===== src/rtl/boreal_eeg_scan_sequencer_if.sv =====
// Shared single-conversion ADC handshake between the scan
// sequencer (master) and the converter front end (slave).
interface boreal_eeg_scan_sequencer_if;
  logic        adc_start;
  logic [2:0]  adc_ch;
  logic        adc_done;
  logic [23:0] adc_data;

  modport master (
    output adc_start,
    output adc_ch,
    input  adc_done,
    input  adc_data
  );

  modport slave (
    input  adc_start,
    input  adc_ch,
    output adc_done,
    output adc_data
  );
endinterface


===== src/rtl/boreal_eeg_scan_sequencer.sv =====
// Frame-paced 8-channel EEG scan sequencer: divider tick starts a
// frame, enabled channels convert in turn, frame emitted as one block.
module boreal_eeg_scan_sequencer #(
  parameter int CLK_DIV = 1000,
  parameter int TIMEOUT = 64
) (
  input  logic                               clk,
  input  logic                               rst,
  input  logic                               enable,
  input  logic [7:0]                         ch_mask,
  boreal_eeg_scan_sequencer_if.master        adc,
  output logic [191:0]                       raw_eeg_array,
  output logic                               data_valid,
  output logic                               busy,
  output logic [7:0]                         fault_mask,
  output logic [7:0]                         overrun_cnt
);

  localparam int DIV_W = (CLK_DIV > 2) ? $clog2(CLK_DIV) : 1;
  localparam int TMO_W = $clog2(TIMEOUT + 1);

  localparam logic [1:0] S_IDLE  = 2'd0;
  localparam logic [1:0] S_START = 2'd1;
  localparam logic [1:0] S_WAIT  = 2'd2;
  localparam logic [1:0] S_EMIT  = 2'd3;

  localparam logic [DIV_W-1:0] DIV_LAST = DIV_W'(CLK_DIV - 1);
  localparam logic [TMO_W-1:0] TMO_LAST = TMO_W'(TIMEOUT - 1);

  logic [1:0]        state_q, state_d;
  logic [DIV_W-1:0]  cnt_q, cnt_d;
  logic [7:0]        mask_q, mask_d;
  logic [2:0]        ptr_q, ptr_d;
  logic [TMO_W-1:0]  tmo_q, tmo_d;
  logic [7:0][23:0]  buf_q, buf_d;
  logic [7:0][23:0]  raw_q, raw_d;
  logic [7:0]        fault_q, fault_d;
  logic [7:0]        ovr_q, ovr_d;

  logic              tick;
  logic              adv;
  logic [3:0]        first_ch;
  logic [3:0]        next_ch;

  // Lowest enabled channel at or above lo; bit 3 flags a hit.
  function automatic logic [3:0] pick_ch(
    input logic [7:0] m,
    input logic [3:0] lo
  );
    logic [3:0] r;
    r = '0;
    for (int i = 7; i >= 0; i--) begin
      if (m[i] && (4'(i) >= lo)) begin
        r = {1'b1, 3'(i)};
      end
    end
    return r;
  endfunction

  assign tick     = enable && (cnt_q == DIV_LAST);
  assign first_ch = pick_ch(ch_mask, 4'd0);
  assign next_ch  = pick_ch(mask_q, {1'b0, ptr_q} + 4'd1);

  always_comb begin
    state_d = state_q;
    cnt_d   = '0;
    mask_d  = mask_q;
    ptr_d   = ptr_q;
    tmo_d   = tmo_q;
    buf_d   = buf_q;
    raw_d   = raw_q;
    fault_d = fault_q;
    ovr_d   = ovr_q;
    adv     = 1'b0;

    if (enable) begin
      cnt_d = tick ? '0 : cnt_q + DIV_W'(1);
    end

    // A tick that lands while a frame is still scanning is lost.
    if (tick && (state_q != S_IDLE) && (ovr_q != 8'hFF)) begin
      ovr_d = ovr_q + 8'd1;
    end

    unique case (state_q)
      S_IDLE: begin
        if (tick && (ch_mask != 8'h00)) begin
          mask_d  = ch_mask;
          ptr_d   = first_ch[2:0];
          state_d = S_START;
        end
      end
      S_START: begin
        tmo_d   = '0;
        state_d = S_WAIT;
      end
      S_WAIT: begin
        if (adc.adc_done) begin
          buf_d[ptr_q]   = adc.adc_data;
          fault_d[ptr_q] = 1'b0;
          adv            = 1'b1;
        end else if (tmo_q == TMO_LAST) begin
          fault_d[ptr_q] = 1'b1;
          adv            = 1'b1;
        end else begin
          tmo_d = tmo_q + TMO_W'(1);
        end
        if (adv) begin
          if (next_ch[3]) begin
            ptr_d   = next_ch[2:0];
            state_d = S_START;
          end else begin
            raw_d   = buf_d;
            state_d = S_EMIT;
          end
        end
      end
      S_EMIT: begin
        state_d = S_IDLE;
      end
    endcase
  end

  always_ff @(posedge clk) begin
    if (rst) begin
      state_q <= S_IDLE;
      cnt_q   <= '0;
      mask_q  <= '0;
      ptr_q   <= '0;
      tmo_q   <= '0;
      buf_q   <= '0;
      raw_q   <= '0;
      fault_q <= '0;
      ovr_q   <= '0;
    end else begin
      state_q <= state_d;
      cnt_q   <= cnt_d;
      mask_q  <= mask_d;
      ptr_q   <= ptr_d;
      tmo_q   <= tmo_d;
      buf_q   <= buf_d;
      raw_q   <= raw_d;
      fault_q <= fault_d;
      ovr_q   <= ovr_d;
    end
  end

  assign adc.adc_start = (state_q == S_START);
  assign adc.adc_ch    = ptr_q;
  assign raw_eeg_array = raw_q;
  assign data_valid    = (state_q == S_EMIT);
  assign busy          = (state_q != S_IDLE);
  assign fault_mask    = fault_q;
  assign overrun_cnt   = ovr_q;

endmodule

===== src/flat_wrapper.sv =====
// flat-port wrapper written by rule: the top's interface ports become plain ports
module boreal_eeg_scan_sequencer_flat 
#(
  parameter int CLK_DIV = 1000,
  parameter int TIMEOUT = 64
)
  (clk, rst, enable, ch_mask, raw_eeg_array, data_valid, busy, fault_mask, overrun_cnt, adc_adc_start, adc_adc_ch, adc_adc_done, adc_adc_data);
  boreal_eeg_scan_sequencer_if adc_i ();
  input  logic clk;
  input  logic rst;
  input  logic enable;
  input  logic [7:0] ch_mask;
  output logic [191:0] raw_eeg_array;
  output logic data_valid;
  output logic busy;
  output logic [7:0] fault_mask;
  output logic [7:0] overrun_cnt;
  output wire logic [$bits(adc_i.adc_start)-1:0] adc_adc_start;
  output wire logic [$bits(adc_i.adc_ch)-1:0] adc_adc_ch;
  input wire logic [$bits(adc_i.adc_done)-1:0] adc_adc_done;
  input wire logic [$bits(adc_i.adc_data)-1:0] adc_adc_data;
  assign adc_adc_start = adc_i.adc_start;
  assign adc_adc_ch = adc_i.adc_ch;
  assign adc_i.adc_done = adc_adc_done;
  assign adc_i.adc_data = adc_adc_data;
  boreal_eeg_scan_sequencer #(.CLK_DIV(CLK_DIV), .TIMEOUT(TIMEOUT)) u_core (.clk(clk), .rst(rst), .enable(enable), .ch_mask(ch_mask), .adc(adc_i), .raw_eeg_array(raw_eeg_array), .data_valid(data_valid), .busy(busy), .fault_mask(fault_mask), .overrun_cnt(overrun_cnt));
endmodule

===== config.mk =====
export PLATFORM = sky130hd
export DESIGN_NAME = boreal_eeg_scan_sequencer_flat
export DESIGN_NICKNAME = d
export VERILOG_FILES = /design/src/rtl/boreal_eeg_scan_sequencer_if.sv /design/src/rtl/boreal_eeg_scan_sequencer.sv /design/src/flat_wrapper.sv
export SDC_FILE = /design/constraint.sdc
export NUM_CORES = 1
export LEC_CHECK = 0
export ABC_CLOCK_PERIOD_IN_PS = 6200
export CAP_MARGIN = 20
export CORE_MARGIN = 2
export CORE_UTILIZATION = 40
export CTS_CLUSTER_DIAMETER = 200
export DETAILED_ROUTE_END_ITERATION = 8
export PLACE_DENSITY = 0.69
export SLEW_MARGIN = 5
export SYNTH_ARGS = -nofsm -noshare
export SYNTH_HDL_FRONTEND = slang
export SYNTH_SLANG_ARGS = --single-unit

===== constraint.sdc =====
create_clock -name clk -period 6.2 [get_ports clk]
set_clock_uncertainty 0.2 [all_clocks]
set_input_delay 1.24 -clock clk [delete_from_list [all_inputs] [get_ports clk]]
set_output_delay 1.24 -clock clk [all_outputs]
set_load 0.01 [all_outputs]

Word level (Yosys, flattened, before mapping). Cells that the tools add are included.

Output and inout bits: 214. Word-level logic and storage cells: 117. Register bits: 430. Input bits: 36.

Muxes and demuxes: 38. Equal/unequal tests: 11. Magnitude comparators: 10. Bitwise gates (word level): 5. Add/sub/neg operators: 4. Reduce and logical (&&, ||, !) cells: 26.

Operators by type and width (number): 192-bit bitwise mux (1); 192-bit two-way mux (1); 24-bit demux with 3-bit select (1); 3-bit two-way mux (11); 4-bit two-way mux (8); 24-bit two-way mux (1); 3-bit by 4-bit greater-or-equal comparator with 1-bit output (first input constant) (4); 8-bit two-way mux (2); 7-bit two-way mux (2); 7-bit one-hot mux with 2 select lines (1); 1-bit logical AND (13); 10-bit by 1-bit adder with 10-bit output (second input constant) (1); 10-bit equality test (second input constant) (1); 8-bit by 1-bit adder with 8-bit output (second input constant) (1); 8-bit AND (1); 1-bit by 4-bit greater-or-equal comparator with 1-bit output (first input constant) (2); 2-bit by 4-bit greater-or-equal comparator with 1-bit output (first input constant) (2); 8-bit != test (second input constant) (1); 8-bit inverter (1); 8-bit OR (1); 2-bit one-hot mux with 4 select lines (1); 2-bit nonzero test (4); 8-bit nonzero test (1); 7-bit by 1-bit adder with 7-bit output (second input constant) (1); 18 further kinds (31).

Depth between registers and ports, before layout.
Word-level depth: 14. Mapped depth: 11. Mapped depth without buffers: 7.

Worst setup path after synthesis. No wires, ideal clock.

Path type: in2reg. From: in adc_adc_done. To: reg u_core.raw_q (netlist bit u_core.raw_eeg_array[28]). Setup time: 146 ps. Slack: 3249 ps. Data required time: 5854 ps. Stages on the path: 7. Arrival: 2605 ps. Path buffers: 3. Path through: clkbuf_1 and2b_1 and2_1 buf_2 buf_2 mux2i_1 a211oi_2.

Longest elaborated chain between the ends: 3. Elaborated cells on any way between the ends: 4. Those cells by class: 3 x mux; 1 x reduce/logical.

RTL lines: from (decl) (RTL line flat_wrapper.sv:20) `input wire logic [$bits(adc_i.adc_done)-1:0] adc_adc_done;`; 1-bit two-way mux (RTL line boreal_eeg_scan_sequencer.sv:98) `if (adc.adc_done) begin`; 1-bit two-way mux (RTL line boreal_eeg_scan_sequencer.sv:85) `unique case (state_q)`; 3-bit AND reduction (no source line); to (signal assigned) (RTL line boreal_eeg_scan_sequencer.sv:142) `raw_q <= raw_d;`; to (decl) (RTL line boreal_eeg_scan_sequencer.sv:36) `logic [7:0][23:0] raw_q, raw_d;`.

Parallel ways exist; a longest one is shown, timed or not. The select of a mux whose other input is x is not followed. A chain may end at the register's enable or synchronous reset.

Final worst setup path.
From: in adc_adc_done. To: reg u_core.buf_q[145] (netlist bit).

Longest elaborated chain between the ends: 1.

RTL lines: 192-bit two-way mux (RTL line boreal_eeg_scan_sequencer.sv:98); to (signal assigned) (RTL line boreal_eeg_scan_sequencer.sv:141) `buf_q <= buf_d;`; to (decl) (RTL line boreal_eeg_scan_sequencer.sv:35) `logic [7:0][23:0] buf_q, buf_d;`.

Every way passes these cells.

==> impl_metrics.xml <==
<?xml version="1.0" encoding="UTF-8"?>
<metrics>
  <group name="run_status">
    <metric name="run_status" unit="">finished, violations left</metric>
    <metric name="violations_in_the_final_reports" unit="">DRC</metric>
  </group>
  <group name="setup_path">
    <metric name="r2r_setup_slk" unit="ns">1.93</metric>
    <metric name="crit_path_max_fanout" unit="">25</metric>
    <metric name="critPathKind" unit="">input pin to flop</metric>
    <metric name="critical_path.reg2reg.startpoint" unit="">u_core.adc.adc_ch[2]$_SDFFE_PP0P_</metric>
    <metric name="crit_path_start_kind" unit="">input pin</metric>
    <metric name="worst_r2r_path_depth" unit="">5</metric>
    <metric name="critical_path_required" unit="ns">6.50</metric>
    <metric name="timing.critical_path.to" unit="">u_core.buf_q[145]$_SDFFE_PP0P_</metric>
    <metric name="endpoint_kind" unit="">flop</metric>
    <metric name="setup.worst_path.start" unit="">adc_adc_done</metric>
    <metric name="crit-reg2reg-capture" unit="">u_core.buf_q[181]$_SDFFE_PP0P_</metric>
    <metric name="worst_ep_arrival_time" unit="ns">4.63</metric>
  </group>
  <group name="synth">
    <metric name="synth_enable_flop_cells" unit="">0</metric>
    <metric name="postSynthRegisterBits" unit="">430</metric>
    <metric name="synthCells" unit="">2081</metric>
    <metric name="yosysWarningCount" unit="">0</metric>
    <metric name="yosysSeqAreaShare" unit="%">44.8</metric>
    <metric name="yosysMostFrequentCell" unit="">sky130_fd_sc_hd__dfxtp_1</metric>
    <metric name="synth_ff_type" unit="">sky130_fd_sc_hd__dfxtp_1</metric>
    <metric name="netlist_area_before_placement" unit="sq um">19200</metric>
    <metric name="yosys-top-cells-count" unit="">sky130_fd_sc_hd__dfxtp_1, sky130_fd_sc_hd__nand2_1, sky130_fd_sc_hd__a21oi_1</metric>
    <metric name="syn-num-nets" unit="">2124</metric>
    <metric name="yosysTopAreaCellShare" unit="%">44.8</metric>
    <metric name="synth_area_per_cell" unit="sq um">9.23</metric>
    <metric name="netlist-cell-type-count" unit="">62</metric>
    <metric name="netlist_top_cells_area" unit="">sky130_fd_sc_hd__dfxtp_1, sky130_fd_sc_hd__a211oi_2, sky130_fd_sc_hd__mux2i_1, sky130_fd_sc_hd__nand2_1, sky130_fd_sc_hd__a31oi_1</metric>
    <metric name="proportion_of_register_bits_with_asynchronous_set_or_reset_after_synthesis" unit="%">0</metric>
    <metric name="synth_largest_area_cell" unit="">sky130_fd_sc_hd__dfxtp_1</metric>
  </group>
  <group name="routing">
    <metric name="viasPerCell" unit="">5.79</metric>
    <metric name="via_count_of_the_routed_design" unit="">16445</metric>
    <metric name="avgRoutedWirePerCell" unit="um">21.9</metric>
    <metric name="remaining_drc_errors" unit="">1</metric>
    <metric name="antenna_left" unit="">0</metric>
    <metric name="drt-initial-drc-count" unit="">1614</metric>
    <metric name="firstDrtPassIters" unit="">8</metric>
    <metric name="wl_final" unit="mm">62.1</metric>
  </group>
  <group name="power">
    <metric name="combinationalPowerShare" unit="%">4.2</metric>
    <metric name="power.total" unit="mW">5.81</metric>
    <metric name="power.share.clock" unit="%">48.1</metric>
    <metric name="cellLeakagePower" unit="nW">7.40</metric>
    <metric name="power.share.sequential" unit="%">47.7</metric>
    <metric name="p_switching" unit="mW">1.34</metric>
    <metric name="worst_ir_drop_vdd" unit="mV">0.189</metric>
    <metric name="power_report.internal_total" unit="mW">4.47</metric>
    <metric name="power.density" unit="nW/um^2">249</metric>
    <metric name="netSwitchingFraction" unit="%">23.1</metric>
  </group>
  <group name="clock_tree">
    <metric name="htree_levels" unit="">2</metric>
    <metric name="cts_sinks" unit="">430</metric>
    <metric name="cts_tree" unit="">built</metric>
    <metric name="reg_clk_slew_reported_paths" unit="ns">0.06</metric>
    <metric name="total_of_cells_resized_after_clock_tree_synthesis" unit="">0</metric>
    <metric name="clock_tree_root_driver_cell" unit="">sky130_fd_sc_hd__clkbuf_16</metric>
    <metric name="cts_hold_repair.buffers" unit="">0</metric>
    <metric name="cts_buffer_depth" unit="">3</metric>
    <metric name="post_cts.repair.setup_buffers" unit="">0</metric>
    <metric name="clk_latency" unit="ns">0.57</metric>
    <metric name="cts_made_buffers" unit="">46</metric>
  </group>
  <group name="cells_and_area">
    <metric name="flow.area_growth_from_synthesis" unit="%">21.7</metric>
    <metric name="utilization" unit="%">49.1</metric>
    <metric name="instances_no_fill" unit="">2839</metric>
    <metric name="postLayoutCellArea" unit="sq um">23400</metric>
    <metric name="antenna_cells_inserted" unit="">0</metric>
    <metric name="final_net_count" unit="">2235</metric>
    <metric name="post_route_cells_drive_above_1_share" unit="%">14.4</metric>
  </group>
  <group name="floorplanning">
    <metric name="fp.dieW" unit="um">223</metric>
    <metric name="die-area" unit="sq um">49800</metric>
    <metric name="placeableCoreArea" unit="sq um">47500</metric>
    <metric name="initial_standard_cell_utilization_of_the_core" unit="%">40.4</metric>
    <metric name="rows" unit="">80</metric>
    <metric name="num_io_pins" unit="">250</metric>
    <metric name="dieHeight" unit="um">223</metric>
  </group>
  <group name="timing">
    <metric name="fin_hold_ws" unit="ns">0.253</metric>
    <metric name="rsz_0062_raised_after_global_routing" unit="">false</metric>
    <metric name="clock.fmax" unit="MHz">231</metric>
    <metric name="post-route-min-period" unit="ns">4.33</metric>
    <metric name="fin_tns_setup" unit="ns">0</metric>
    <metric name="worst_slack" unit="ns">1.87</metric>
    <metric name="finalSetupViolations" unit="">0</metric>
    <metric name="timing.final.hold_violations" unit="">0</metric>
    <metric name="slew_viol_final" unit="">0</metric>
    <metric name="max_slew.worst_pin.slew" unit="ns">1.22</metric>
    <metric name="relSlewSlack" unit="%">18.2</metric>
    <metric name="final.period_utilization" unit="%">69.9</metric>
  </group>
  <group name="placed_design">
    <metric name="dp.final_hpwl" unit="mm">37.0</metric>
    <metric name="place_ws" unit="ns">1.31</metric>
    <metric name="dpl.cell_count" unit="">2753</metric>
    <metric name="port-buffer-count" unit="">249</metric>
    <metric name="placed_cell_area" unit="sq um">21800</metric>
    <metric name="routabilityCongestion" unit="">0.799</metric>
  </group>
  <group name="global_route">
    <metric name="via_count_of_the_first_global_routing_pass" unit="">15736</metric>
    <metric name="groute.usage.overall" unit="%">24.2</metric>
    <metric name="global_route.overflow_total" unit="">0</metric>
    <metric name="grt_start_max_net_pins" unit="">198</metric>
    <metric name="first_pass_grt_wire_length" unit="mm">94.0</metric>
    <metric name="antenna_found_initial" unit="">0</metric>
  </group>
  <group name="hold_path">
    <metric name="hp-class" unit="">flop to flop</metric>
  </group>
  <group name="job">
    <metric name="max-cap-violations" unit="">0</metric>
  </group>
</metrics>
-- how the worst min path moves through the flow --
stage | start | endpoint | cells past startpoint
finish | u_core.buf_q[136]$_SDFFE_PP0P_ | u_core.buf_q[136]$_SDFFE_PP0P_ | 2
global route | u_core.buf_q[22]$_SDFFE_PP0P_ | u_core.buf_q[22]$_SDFFE_PP0P_ | 2
global placement | u_core.cnt_q[0]$_SDFF_PP0_ | u_core.cnt_q[0]$_SDFF_PP0_ | 1
CTS | u_core.buf_q[8]$_SDFFE_PP0P_ | u_core.buf_q[8]$_SDFFE_PP0P_ | 2
floorplan | u_core.cnt_q[0]$_SDFF_PP0_ | u_core.cnt_q[0]$_SDFF_PP0_ | 1
detailed placement | u_core.buf_q[8]$_SDFFE_PP0P_ | u_core.buf_q[8]$_SDFFE_PP0P_ | 2
-- placed cells by master (no fill, tap or decap), types with 6 or more instances in the layout --
cell and instances:
sky130_fd_sc_hd__dfxtp_1 430, sky130_fd_sc_hd__nand2_1 429, sky130_fd_sc_hd__clkdlybuf4s50_1 248, sky130_fd_sc_hd__a21oi_1 212, sky130_fd_sc_hd__a31oi_1 198, sky130_fd_sc_hd__mux2i_1 177
sky130_fd_sc_hd__a211oi_2 162, sky130_fd_sc_hd__clkbuf_16 47, sky130_fd_sc_hd__nor2_1 33, sky130_fd_sc_hd__nand3_1 33, sky130_fd_sc_hd__buf_4 27, sky130_fd_sc_hd__a311oi_2 21
sky130_fd_sc_hd__a211oi_1 13, sky130_fd_sc_hd__nor3_1 12, sky130_fd_sc_hd__inv_1 11, sky130_fd_sc_hd__clkbuf_8 11, sky130_fd_sc_hd__buf_8 11, sky130_fd_sc_hd__o21ai_0 10
sky130_fd_sc_hd__and2_1 9, sky130_fd_sc_hd__clkbuf_1 9, sky130_fd_sc_hd__clkinv_2 8, sky130_fd_sc_hd__xnor2_1 7, sky130_fd_sc_hd__or3_1 7, sky130_fd_sc_hd__ha_1 7
sky130_fd_sc_hd__and3_1 6
-- power groups by stage --
stage,Combinational [mW],Sequential [mW],Clock [mW]
final,0.247,2.77,2.79
after CTS,0.238,2.77,2.82
after detailed placement,0.237,2.83,0
after global routing,0.255,2.77,2.92
after floorplan,0.118,2.83,0
after global placement,0.233,2.83,0
-- worst max-delay path, cell delays in order --
cell and delay [ns]:
sky130_fd_sc_hd__clkdlybuf4s50_1 0.83, sky130_fd_sc_hd__buf_4 0.38, sky130_fd_sc_hd__nand3_2 0.70, sky130_fd_sc_hd__nor2_2 1.14
sky130_fd_sc_hd__nand2_1 0.15, sky130_fd_sc_hd__a21oi_1 0.17
-- per-layer routing --
metal	track usage, %	share of wire (%)	vias up
met5	0	0	-
met4	9.46	3.4	0
met1	31.8	43	8060
met3	4.45	6.8	114
met2	39.2	47	585
li1	-	-	7686
-- flip-flops by register name, summed over array words and instances (netlist names), named ones only --
signal / flops
u_core.buf_q: 192
u_core.raw_eeg_array: 192
u_core.cnt_q: 10
u_core.mask_q: 8
u_core.overrun_cnt: 8
u_core.tmo_q: 7
u_core.adc.adc_ch: 3
u_core.state_q: 2
-- layout make-up --
cell class                      instances  area [sq um]
Timing Repair Buffer                  291          2950
Inverter                               11          41.3
Multi-Input combinational cell       1412          9490
Sequential cell                       430          8610
Clock buffer                           67          1360
Clock inverter                         13           148
Tap cell                              615           769
Fill cell                            4363         24200
-- kinds of logic (layout without fill, tap and decap cells) --
| logic type | Yosys count | count (layout) | synth area share, % |
|---|---|---|---|
| xor gates and xnor gates | 12 | 12 | 0.547 |
| and+or+nand+nor | 567 | 567 | 12.3 |
| AOI/OAI and AO/OA | 647 | 647 | 26.5 |
| adders and majority gates | 7 | 7 | 0.456 |
| buffers and inverters | 239 | 382 | 5.99 |
| muxes | 179 | 179 | 9.36 |
| DFF | 430 | 430 | 44.8 |
No activity file was read; power rests on OpenSTA's default activity.
